--- src/rtl/cu_pkg.sv ---
// Shared encodings, FSM states and the instruction layout for the multi-cycle control unit.
package cu_pkg;

  // Instruction classes, held in bits [7:6]
  localparam logic [1:0] CLS_LDI = 2'b00;
  localparam logic [1:0] CLS_MOV = 2'b01;
  localparam logic [1:0] CLS_ALU = 2'b10;
  localparam logic [1:0] CLS_CTL = 2'b11;

  // ALU operation codes, held in bits [2:0] of an ALU-class instruction
  localparam logic [2:0] ALU_ADD = 3'd0;
  localparam logic [2:0] ALU_SUB = 3'd1;
  localparam logic [2:0] ALU_AND = 3'd2;
  localparam logic [2:0] ALU_OR  = 3'd3;
  localparam logic [2:0] ALU_XOR = 3'd4;
  localparam logic [2:0] ALU_NOT = 3'd5;
  localparam logic [2:0] ALU_SHL = 3'd6;
  localparam logic [2:0] ALU_SHR = 3'd7;

  // Sub-class selector, held in bits [5:3] of an ALU-class instruction
  localparam logic [2:0] SUB_ALU = 3'b000;
  localparam logic [2:0] SUB_IN  = 3'b110;
  localparam logic [2:0] SUB_OUT = 3'b111;

  // Complete control-class encodings
  localparam logic [7:0] ENC_JC0  = 8'hC0;
  localparam logic [7:0] ENC_JC1  = 8'hC1;
  localparam logic [7:0] ENC_JMP  = 8'hC2;
  localparam logic [7:0] ENC_HALT = 8'hFF;

  typedef enum logic [1:0] {
    ST_FETCH   = 2'd0,
    ST_EXEC    = 2'd1,
    ST_WAIT_IN = 2'd2,
    ST_HALT    = 2'd3
  } state_t;

  typedef struct packed {
    logic [1:0] cls;
    logic [2:0] a;
    logic [2:0] b;
  } instr_t;

  // One-hot style decode of the latched instruction
  typedef struct packed {
    logic ldi;
    logic mov;
    logic alu;
    logic in;
    logic out;
    logic jc;
    logic jmp;
    logic halt;
  } dec_t;

  // Classify an instruction; anything not matched is a NOP
  function automatic dec_t decode(input instr_t ir);
    dec_t d;
    d      = '0;
    d.ldi  = (ir.cls == CLS_LDI);
    d.mov  = (ir.cls == CLS_MOV);
    d.alu  = (ir.cls == CLS_ALU) && (ir.a == SUB_ALU);
    d.in   = (ir.cls == CLS_ALU) && (ir.a == SUB_IN);
    d.out  = (ir.cls == CLS_ALU) && (ir.a == SUB_OUT);
    d.jc   = (ir[7:1] == ENC_JC0[7:1]);
    d.jmp  = (ir == ENC_JMP);
    d.halt = (ir == ENC_HALT);
    return d;
  endfunction

endpackage

--- src/rtl/alu_param.sv ---
// Combinational ALU: R3 result and the condition flag for the eight ALU operations.
module alu_param
  import cu_pkg::*;
#(
  parameter int unsigned DATA_W = 8
) (
  input  logic [DATA_W-1:0] a,
  input  logic [DATA_W-1:0] b,
  input  logic [2:0]        op,
  output logic [DATA_W-1:0] result,
  output logic              flag_out
);

  logic [DATA_W:0] sum;

  // Result and flag per opcode; logic ops report a zero result on the flag
  always_comb begin
    sum      = '0;
    result   = '0;
    flag_out = 1'b0;
    case (op)
      ALU_ADD: begin
        sum      = {1'b0, a} + {1'b0, b};
        result   = sum[DATA_W-1:0];
        flag_out = sum[DATA_W];
      end
      ALU_SUB: begin
        result   = a - b;
        flag_out = (a < b);
      end
      ALU_AND: begin
        result   = a & b;
        flag_out = (result == '0);
      end
      ALU_OR: begin
        result   = a | b;
        flag_out = (result == '0);
      end
      ALU_XOR: begin
        result   = a ^ b;
        flag_out = (result == '0);
      end
      ALU_NOT: begin
        result   = ~a;
        flag_out = (result == '0);
      end
      ALU_SHL: begin
        result   = {a[DATA_W-2:0], 1'b0};
        flag_out = a[DATA_W-1];
      end
      ALU_SHR: begin
        result   = {1'b0, a[DATA_W-1:1]};
        flag_out = a[0];
      end
      default: begin
        result   = '0;
        flag_out = 1'b0;
      end
    endcase
  end

endmodule

--- src/rtl/control_multiciclo.sv ---
// Multi-cycle control unit: fetch over req/ack, decode, execute on R0..R7 and the ALU.
module control_multiciclo
  import cu_pkg::*;
#(
  parameter int unsigned DATA_W = 8,
  parameter int unsigned PC_W   = 8
) (
  input  logic              clck,
  input  logic              rst,
  output logic [PC_W-1:0]   imem_addr,
  output logic              imem_req,
  input  logic              imem_ack,
  input  logic [7:0]        imem_data,
  input  logic [DATA_W-1:0] in_data,
  input  logic              in_valid,
  output logic              in_ready,
  output logic [DATA_W-1:0] salida,
  output logic              out_valid,
  output logic              flag,
  output logic              halted
);

  localparam int unsigned NREGS = 8;

  state_t            state;
  instr_t            ir;
  logic [PC_W-1:0]   pc;
  logic [DATA_W-1:0] regs [NREGS];

  dec_t              dec;
  logic              jump_taken;
  logic [DATA_W-1:0] alu_res;
  logic              alu_flag;

  assign imem_addr = pc;

  // Decode of the latched instruction and the branch decision
  always_comb begin
    dec        = decode(ir);
    jump_taken = dec.jmp || (dec.jc && (flag == ir.b[0]));
  end

  // Operands are fixed: R1 op R2, opcode in the low field
  alu_param #(
    .DATA_W (DATA_W)
  ) u_alu (
    .a        (regs[1]),
    .b        (regs[2]),
    .op       (ir.b),
    .result   (alu_res),
    .flag_out (alu_flag)
  );

  // Control FSM with register file, PC, flag and all outputs registered
  always_ff @(posedge clck or posedge rst) begin
    if (rst) begin
      state     <= ST_FETCH;
      ir        <= '0;
      pc        <= '0;
      flag      <= 1'b0;
      salida    <= '0;
      out_valid <= 1'b0;
      imem_req  <= 1'b0;
      in_ready  <= 1'b0;
      halted    <= 1'b0;
      for (int i = 0; i < NREGS; i++) begin
        regs[i] <= '0;
      end
    end else begin
      out_valid <= 1'b0;
      case (state)
        ST_FETCH: begin
          // Request is raised on the first cycle out of reset; an ack only counts while req is up
          if (!imem_req) begin
            imem_req <= 1'b1;
          end else if (imem_ack) begin
            ir       <= instr_t'(imem_data);
            pc       <= pc + PC_W'(1);
            imem_req <= 1'b0;
            state    <= ST_EXEC;
          end
        end

        ST_EXEC: begin
          state    <= ST_FETCH;
          imem_req <= 1'b1;
          if (dec.ldi) begin
            regs[0] <= DATA_W'({ir.a, ir.b});
          end
          if (dec.mov) begin
            regs[ir.a] <= regs[ir.b];
          end
          if (dec.alu) begin
            regs[3] <= alu_res;
            flag    <= alu_flag;
          end
          if (dec.out) begin
            salida    <= regs[ir.b];
            out_valid <= 1'b1;
          end
          // Overrides the PC already incremented during fetch
          if (jump_taken) begin
            pc <= PC_W'(regs[0]);
          end
          if (dec.in) begin
            state    <= ST_WAIT_IN;
            imem_req <= 1'b0;
            in_ready <= 1'b1;
          end
          if (dec.halt) begin
            state    <= ST_HALT;
            imem_req <= 1'b0;
            halted   <= 1'b1;
          end
        end

        ST_WAIT_IN: begin
          // Data is taken only here; in_valid elsewhere is dropped
          if (in_valid) begin
            regs[ir.b] <= in_data;
            in_ready   <= 1'b0;
            imem_req   <= 1'b1;
            state      <= ST_FETCH;
          end
        end

        ST_HALT: begin
          state <= ST_HALT;
        end

        default: begin
          state <= ST_FETCH;
        end
      endcase
    end
  end

endmodule
--- config.mk ---
export PLATFORM = sky130hd
export DESIGN_NAME = control_multiciclo
export DESIGN_NICKNAME = d
export VERILOG_FILES = /design/src/rtl/cu_pkg.sv /design/src/rtl/alu_param.sv /design/src/rtl/control_multiciclo.sv
export SDC_FILE = /design/constraint.sdc
export NUM_CORES = 1
export LEC_CHECK = 0
export CORE_MARGIN = 2
export CORE_UTILIZATION = 61
export CTS_CLUSTER_SIZE = 20
export DETAILED_ROUTE_END_ITERATION = 8
export PLACE_DENSITY = 0.92
export SLEW_MARGIN = 20
export SYNTH_ARGS = -nofsm -noshare
export SYNTH_HDL_FRONTEND = slang
export SYNTH_HIERARCHICAL = 1
export SYNTH_SLANG_ARGS = --single-unit
--- constraint.sdc ---
create_clock -name clck -period 4 [get_ports clck]
set_input_delay 0.8 -clock clck [delete_from_list [all_inputs] [get_ports clck]]
set_output_delay 0.8 -clock clck [all_outputs]
set_load 0.005 [all_outputs]
# --- Word-level counts from Yosys, hierarchy flattened ---
# Cells that the tools add are included.
word_totals:
  register_bits: 95
  input_bits: 20
  wordCells: 125
classes:
  n_addsub: 3
  n_lt_le_gt_ge: 5
  n_eq_ne: 25
  muxes: 38
  n_bitwise: 6
  n_reduce_logical: 29
op_table:
  columns: ["op", "n"]
  rows:
  - ["64-bit bitwise mux", 2]
  - ["64-bit two-way mux", 2]
  - ["64-bit case mux with 2 select lines", 1]
  - ["8-bit two-way mux", 10]
  - ["8-bit case mux with 8 select lines", 1]
  - ["8-bit demux with 3-bit select", 2]
  - ["8-bit zero test", 4]
  - ["8-bit binary-select mux with 3-bit select", 1]
  - ["3-bit == test, second input constant", 6]
  - ["8-bit == test, second input constant", 2]
  - ["8-bit case mux with 2 select lines", 1]
  - ["3-bit AND reduction", 5]
  - ["2-bit != test, second input constant", 6]
  - ["2-bit two-way mux", 5]
  - ["2-bit AND reduction", 5]
  - ["8-bit by 8-bit adder with 9-bit output", 1]
  - ["1-bit two-way mux", 9]
  - ["8-bit by 1-bit adder with 8-bit output, second input constant", 1]
  - ["8-bit bitwise AND", 1]
  - ["4-bit >= comparator, second input constant", 2]
  - ["4-bit by 1-bit < comparator with 1-bit output, second input constant", 2]
  - ["8-bit < comparator", 1]
  - ["3-bit inverter with 4-bit output", 2]
  - ["8-bit inverter", 1]
  - ["21 further kinds", 33]

# --- Longest topological paths before layout ---
logic_depth:
  word_depth: 9
  mapped_depth: 12
  mapped_depth_nobuf: 12

# --- Cells and area by module ---
# The synthesis kept the hierarchy.
by_module_without_submodules:
  columns: ["mod", "n_inst", "cells_per_inst", "area_each_um2"]
  rows:
  - ["control_multiciclo", 1, 635, 5708.0]
  - ["alu_param", 1, 211, 1534.0]

# --- Least setup slack after synthesis ---
# OpenSTA, ideal clock, no wires.
synth_timing:
  kind: "reg-to-reg"
  start: "reg regs[48] (netlist bit)"
  end: "reg regs[38] (netlist bit)"
  setup_time_ps: 77
  arrival_ps: 2314
  required_ps: 3923
  path_slack_ps: 1609
  path_stages_with_launch: 13
  n_path_buf: 0
  synth_period_minus_slack_ps: 2391
  cell_sequence: "dfrtp_1 inv_1 ha_1 fa_1 o21ba_1 o21bai_1 o21ai_0 mux2i_1 a2bb2oi_1 nand3_1 a21oi_1 o31ai_1 a21oi_1"
synth_via:
  elab_chain_cells: 4
  word_cells_on_any_way: 5
  cone_classes: "add/sub: 2; mux: 3"
synth_rtl:
  columns: ["element", "line_no", "text"]
  rows:
  - ["from (decl)", "control_multiciclo.sv:28", "logic [DATA_W-1:0] regs [NREGS];"]
  - ["from (signal, indexed assignment)", "control_multiciclo.sv:91", "regs[ir.a] <= regs[ir.b];"]
  - ["from (signal, indexed assignment)", "control_multiciclo.sv:120", "regs[ir.b] <= in_data;"]
  - ["8-bit subtractor or 8-bit by 8-bit adder with 9-bit output (tied branches)", "alu_param.sv:28, alu_param.sv:23", null]
  - ["8-bit case mux with 8 select lines *", "alu_param.sv:21", "case (op)"]
  - ["named net alu_res[6]", "control_multiciclo.sv:32", "logic [DATA_W-1:0] alu_res;"]
  - ["8-bit two-way mux *", "control_multiciclo.sv:93", "if (dec.alu) begin"]
  - ["64-bit case mux with 2 select lines *", "control_multiciclo.sv:71", "case (state)"]
# Mark *: on every way through the listed nets, which the timed path passes. The rest lies on a longest branch.
# A chain may end at the register's enable or synchronous reset.

# --- Worst setup path after layout ---
layout_timing:
  start: "reg state[0]"
  end: "reg regs[32] (netlist bit)"
layout_via:
  elab_chain_cells: 3
  word_cells_on_any_way: 7
  cone_classes: "eq/ne: 4; mux: 1; reduce/logical: 2"
layout_rtl:
  columns: ["element", "line_no", "text"]
  rows:
  - ["from (decl)", "control_multiciclo.sv:25", "state_t state;"]
  - ["from (signal assigned)", "control_multiciclo.sv:57", "state <= ST_FETCH;"]
  - ["from (signal assigned)", "control_multiciclo.sv:80", "state <= ST_EXEC;"]
  - ["from (signal assigned)", "control_multiciclo.sv:85", "state <= ST_FETCH;"]
  - ["2-bit by 1-bit == test with 1-bit output or 2-bit == test (tied branches)", "control_multiciclo.sv:71", null]
  - ["3-bit != test (no source line), or another cell as far along", null, null]
  - ["3-bit AND reduction (no source line)", null, null]
# Several ways; a longest one is shown, not always the timed one.

==> flow_summary.toml <==
[cts]
clock_latency_ns = 0.35
cts.sinks = 95
cts_resized = 0
cts_tree = "yes"
root_buffer = "clkbuf_16"
post_cts_buffers = 0
clockBufferDepth = 2
clk_pin_slew_ns = 0.07
h-tree-depth = 3
cts_made_buffers = 9
hold_buffers = 0

[global_route]
grt_pass1_wl_mm = 35.02
grt.total_usage_pct = 34.81
grt_busiest_layer = "met2"
antenna_found_initial = 0
grt_pass1_vias = 6552
grt_max_degree = 51
grtUsageMet2_pct = 51.77
met3_usage_pct = 9.641
gr-usage-met1_pct = 47.58
grt_overflow = 0

[synth]
syn_avg_cell_area_sq_um = 8.560
syn_nets = 900
ys.flop_type = "dfrtp_1"
synth-edff-count = 0
yosysTopAreaCell = "dfrtp_1"
synthTopCellsByArea = "dfrtp_1, ha_1, nor2_1, a21oi_1, mux4_2"
yosysWarnings = 6
syn_inst = 846
syn_area_sq_um = 7242
ys_seq_area_share_pct = 32.83
synth_seq_cells = 95
ys_types = 90
async_reset_ff_share_pct = 100.0
synth_most_common_cell = "nor2_1"
synth_commonest_cells = "nor2_1, nand2_1, dfrtp_1, a21oi_1, o21ai_0"
yosysTopAreaCellShare_pct = 32.83

[final_layout]
final_nets = 913
fillers = 883
diodes = 0
drive_gt1_share_pct = 12.04
fin_area_sq_um = 7919
regArea_sq_um = 2381
area_growth_syn_to_layout_pct = 9.347
multi_input_area_sq_um = 4417

[routing]
drc_errors = 2
ant_nets = 0
dr.pass1.iters = 8
drt_iter0_markers = 1203
vias_per_cell = 6.987
wl_mm = 21.97
dr_total_vias = 7036
wl_per_cell_um = 21.82

[floorplan]
ios = 41
row_count = 39
initial_core_util_pct = 62.89
die_area_sq_um = 12760
fp.coreArea_sq_um = 11520
die_x_um = 113.0
die_y_um = 113.0

[sta]
worst_pin_slew_ns = 0.8873
finalClockSkew_ns = 0.008589
slew_viol_final = 0
fmax_ghz = 0.3439
relSlewSlack_pct = 40.85
period_share_pct = 72.69
hold_violations = 0
setup_viol = 0
post-route-min-period_ns = 2.908
rsz0062_at_grt = "false"
setup_tns_ns = 0

[worst_hold_path]
min_path_cells = 1
hold_class = "reg2reg"
min_from = "halted"
min_to = "halted"

[worst_setup_path]
cp-end-kind = "register"
worstPathArrival_ns = 3.16
start_kind = "register"
r2r-end = "regs[32]"
path_max_fanout = 17
worstPathRequired_ns = 4.25
crit_type = "reg2reg"
r2r_cells = 8
reg2reg_slack_ns = 1.09
timing.rr.start = "state[0]"

[run_status]
violations = "DRC"
status = "finished with violations"

[placement]
dpl_cell_area_sq_um = 7634
port-buffer-count = 40
hpwl_mm = 15.15
gp_congestion = 1.043

[run]
maxCapViolCount = 0

[power]
leakage_nw = 3.169
powerDensity_nw_per_um2 = 777.8
max-vdd-ir-drop_mv = 0.5418
-- where the power goes --
group	total [mW]	internal, mW	switching (mW)
Sequential	1.80	1.23	0.564
Combinational	3.52	1.42	2.11
Clock	0.841	0.446	0.396
Total	6.16	3.09	3.07
-- placed cells by master, fill, tap and decap left out, types with 7 or more instances in the layout --
master	netlist	final
nor2_1	105	105
nand2_1	96	96
dfrtp_1	95	92
a21oi_1	72	72
o21ai_0	50	50
clkdlybuf4s50_1	0	40
o21ai_1	36	36
inv_1	33	32
ha_1	32	32
mux2_2	22	22
nand3_1	20	20
mux4_2	16	16
buf_4	7	14
mux2i_1	13	13
a22oi_1	13	13
nand2b_1	11	11
a31oi_1	10	10
o31ai_1	10	10
nor2b_1	9	9
clkbuf_16	0	9
nand4_1	8	8
o311ai_1	7	7
-- logic make-up after synthesis --
group                    Yosys count  synth area share, %
AO/OA/AOI/OAI                    255                22.01
XOR/XNOR                           5               0.6047
adder cells (fa/ha/maj)           34                6.082
buffers and inverters             88                6.272
flip-flops                        95                32.83
multiplexers                      54                10.71
AND/OR/NAND/NOR                  315                21.49
-- registers in the layout (all words and copies together) (netlist names) --
name / flops
imem_req: 1
out_valid: 1
state: 2
regs: 64
halted: 1
ir: 8
salida: 8
flag: 1
in_ready: 1
imem_addr: 8
-- routing by layer --
metal	wire, um	vias up
met5	0	-
met4	1115	0
met3	2670	116
met2	9712	559
met1	8470	3270
li1	-	3091
-- metrics by stage --
step / power (mW) / util, % / worst slack (ns) / cells / hold slack, ns
CTS: 6.001 / 68.76 / 1.209 / 1007 / 0.4709
global route: 6.471 / 68.76 / 0.9647 / 1007 / 0.4807
global placement: 5.074 / 66.29 / 1.014 / 991 / 0.4507
finish: 6.159 / 68.76 / 1.092 / 1007 / 0.4734
floorplan: 4.225 / - / 0.7230 / 846 / 0.4446
detailed placement: 5.135 / 66.29 / 0.9548 / 991 / 0.4571
-- final cells by class --
type | instances | area share [%]
Clock buffer | 11 | 3.065
Clock inverter | 5 | 0.5372
Inverter | 36 | 1.912
Multi-Input combinational cell | 663 | 55.78
Sequential cell | 95 | 30.07
Tap cell | 143 | 2.259
Timing Repair Buffer | 54 | 6.383
-- worst max-delay path: stages (launching register included) --
cell and delay (ns):
dfrtp_1 0.42, inv_1 0.14, ha_1 0.49, buf_4 0.32
or3b_1 0.36, o21ai_1 0.21, nor2_1 0.52, a22oi_1 0.22
o311ai_1 0.13
-- worst max-delay path by stage --
stage,from,to,depth (start not counted)
3_5_place_dp,in_valid,regs[25],6
4_1_cts,regs[49],regs[38],11
2_1_floorplan,rst,flag,1
3_3_place_gp,in_valid,regs[25],6
5_1_grt,state[0],regs[35],8
6_report,state[0],regs[32],8
(Power assumes the default switching activity.)
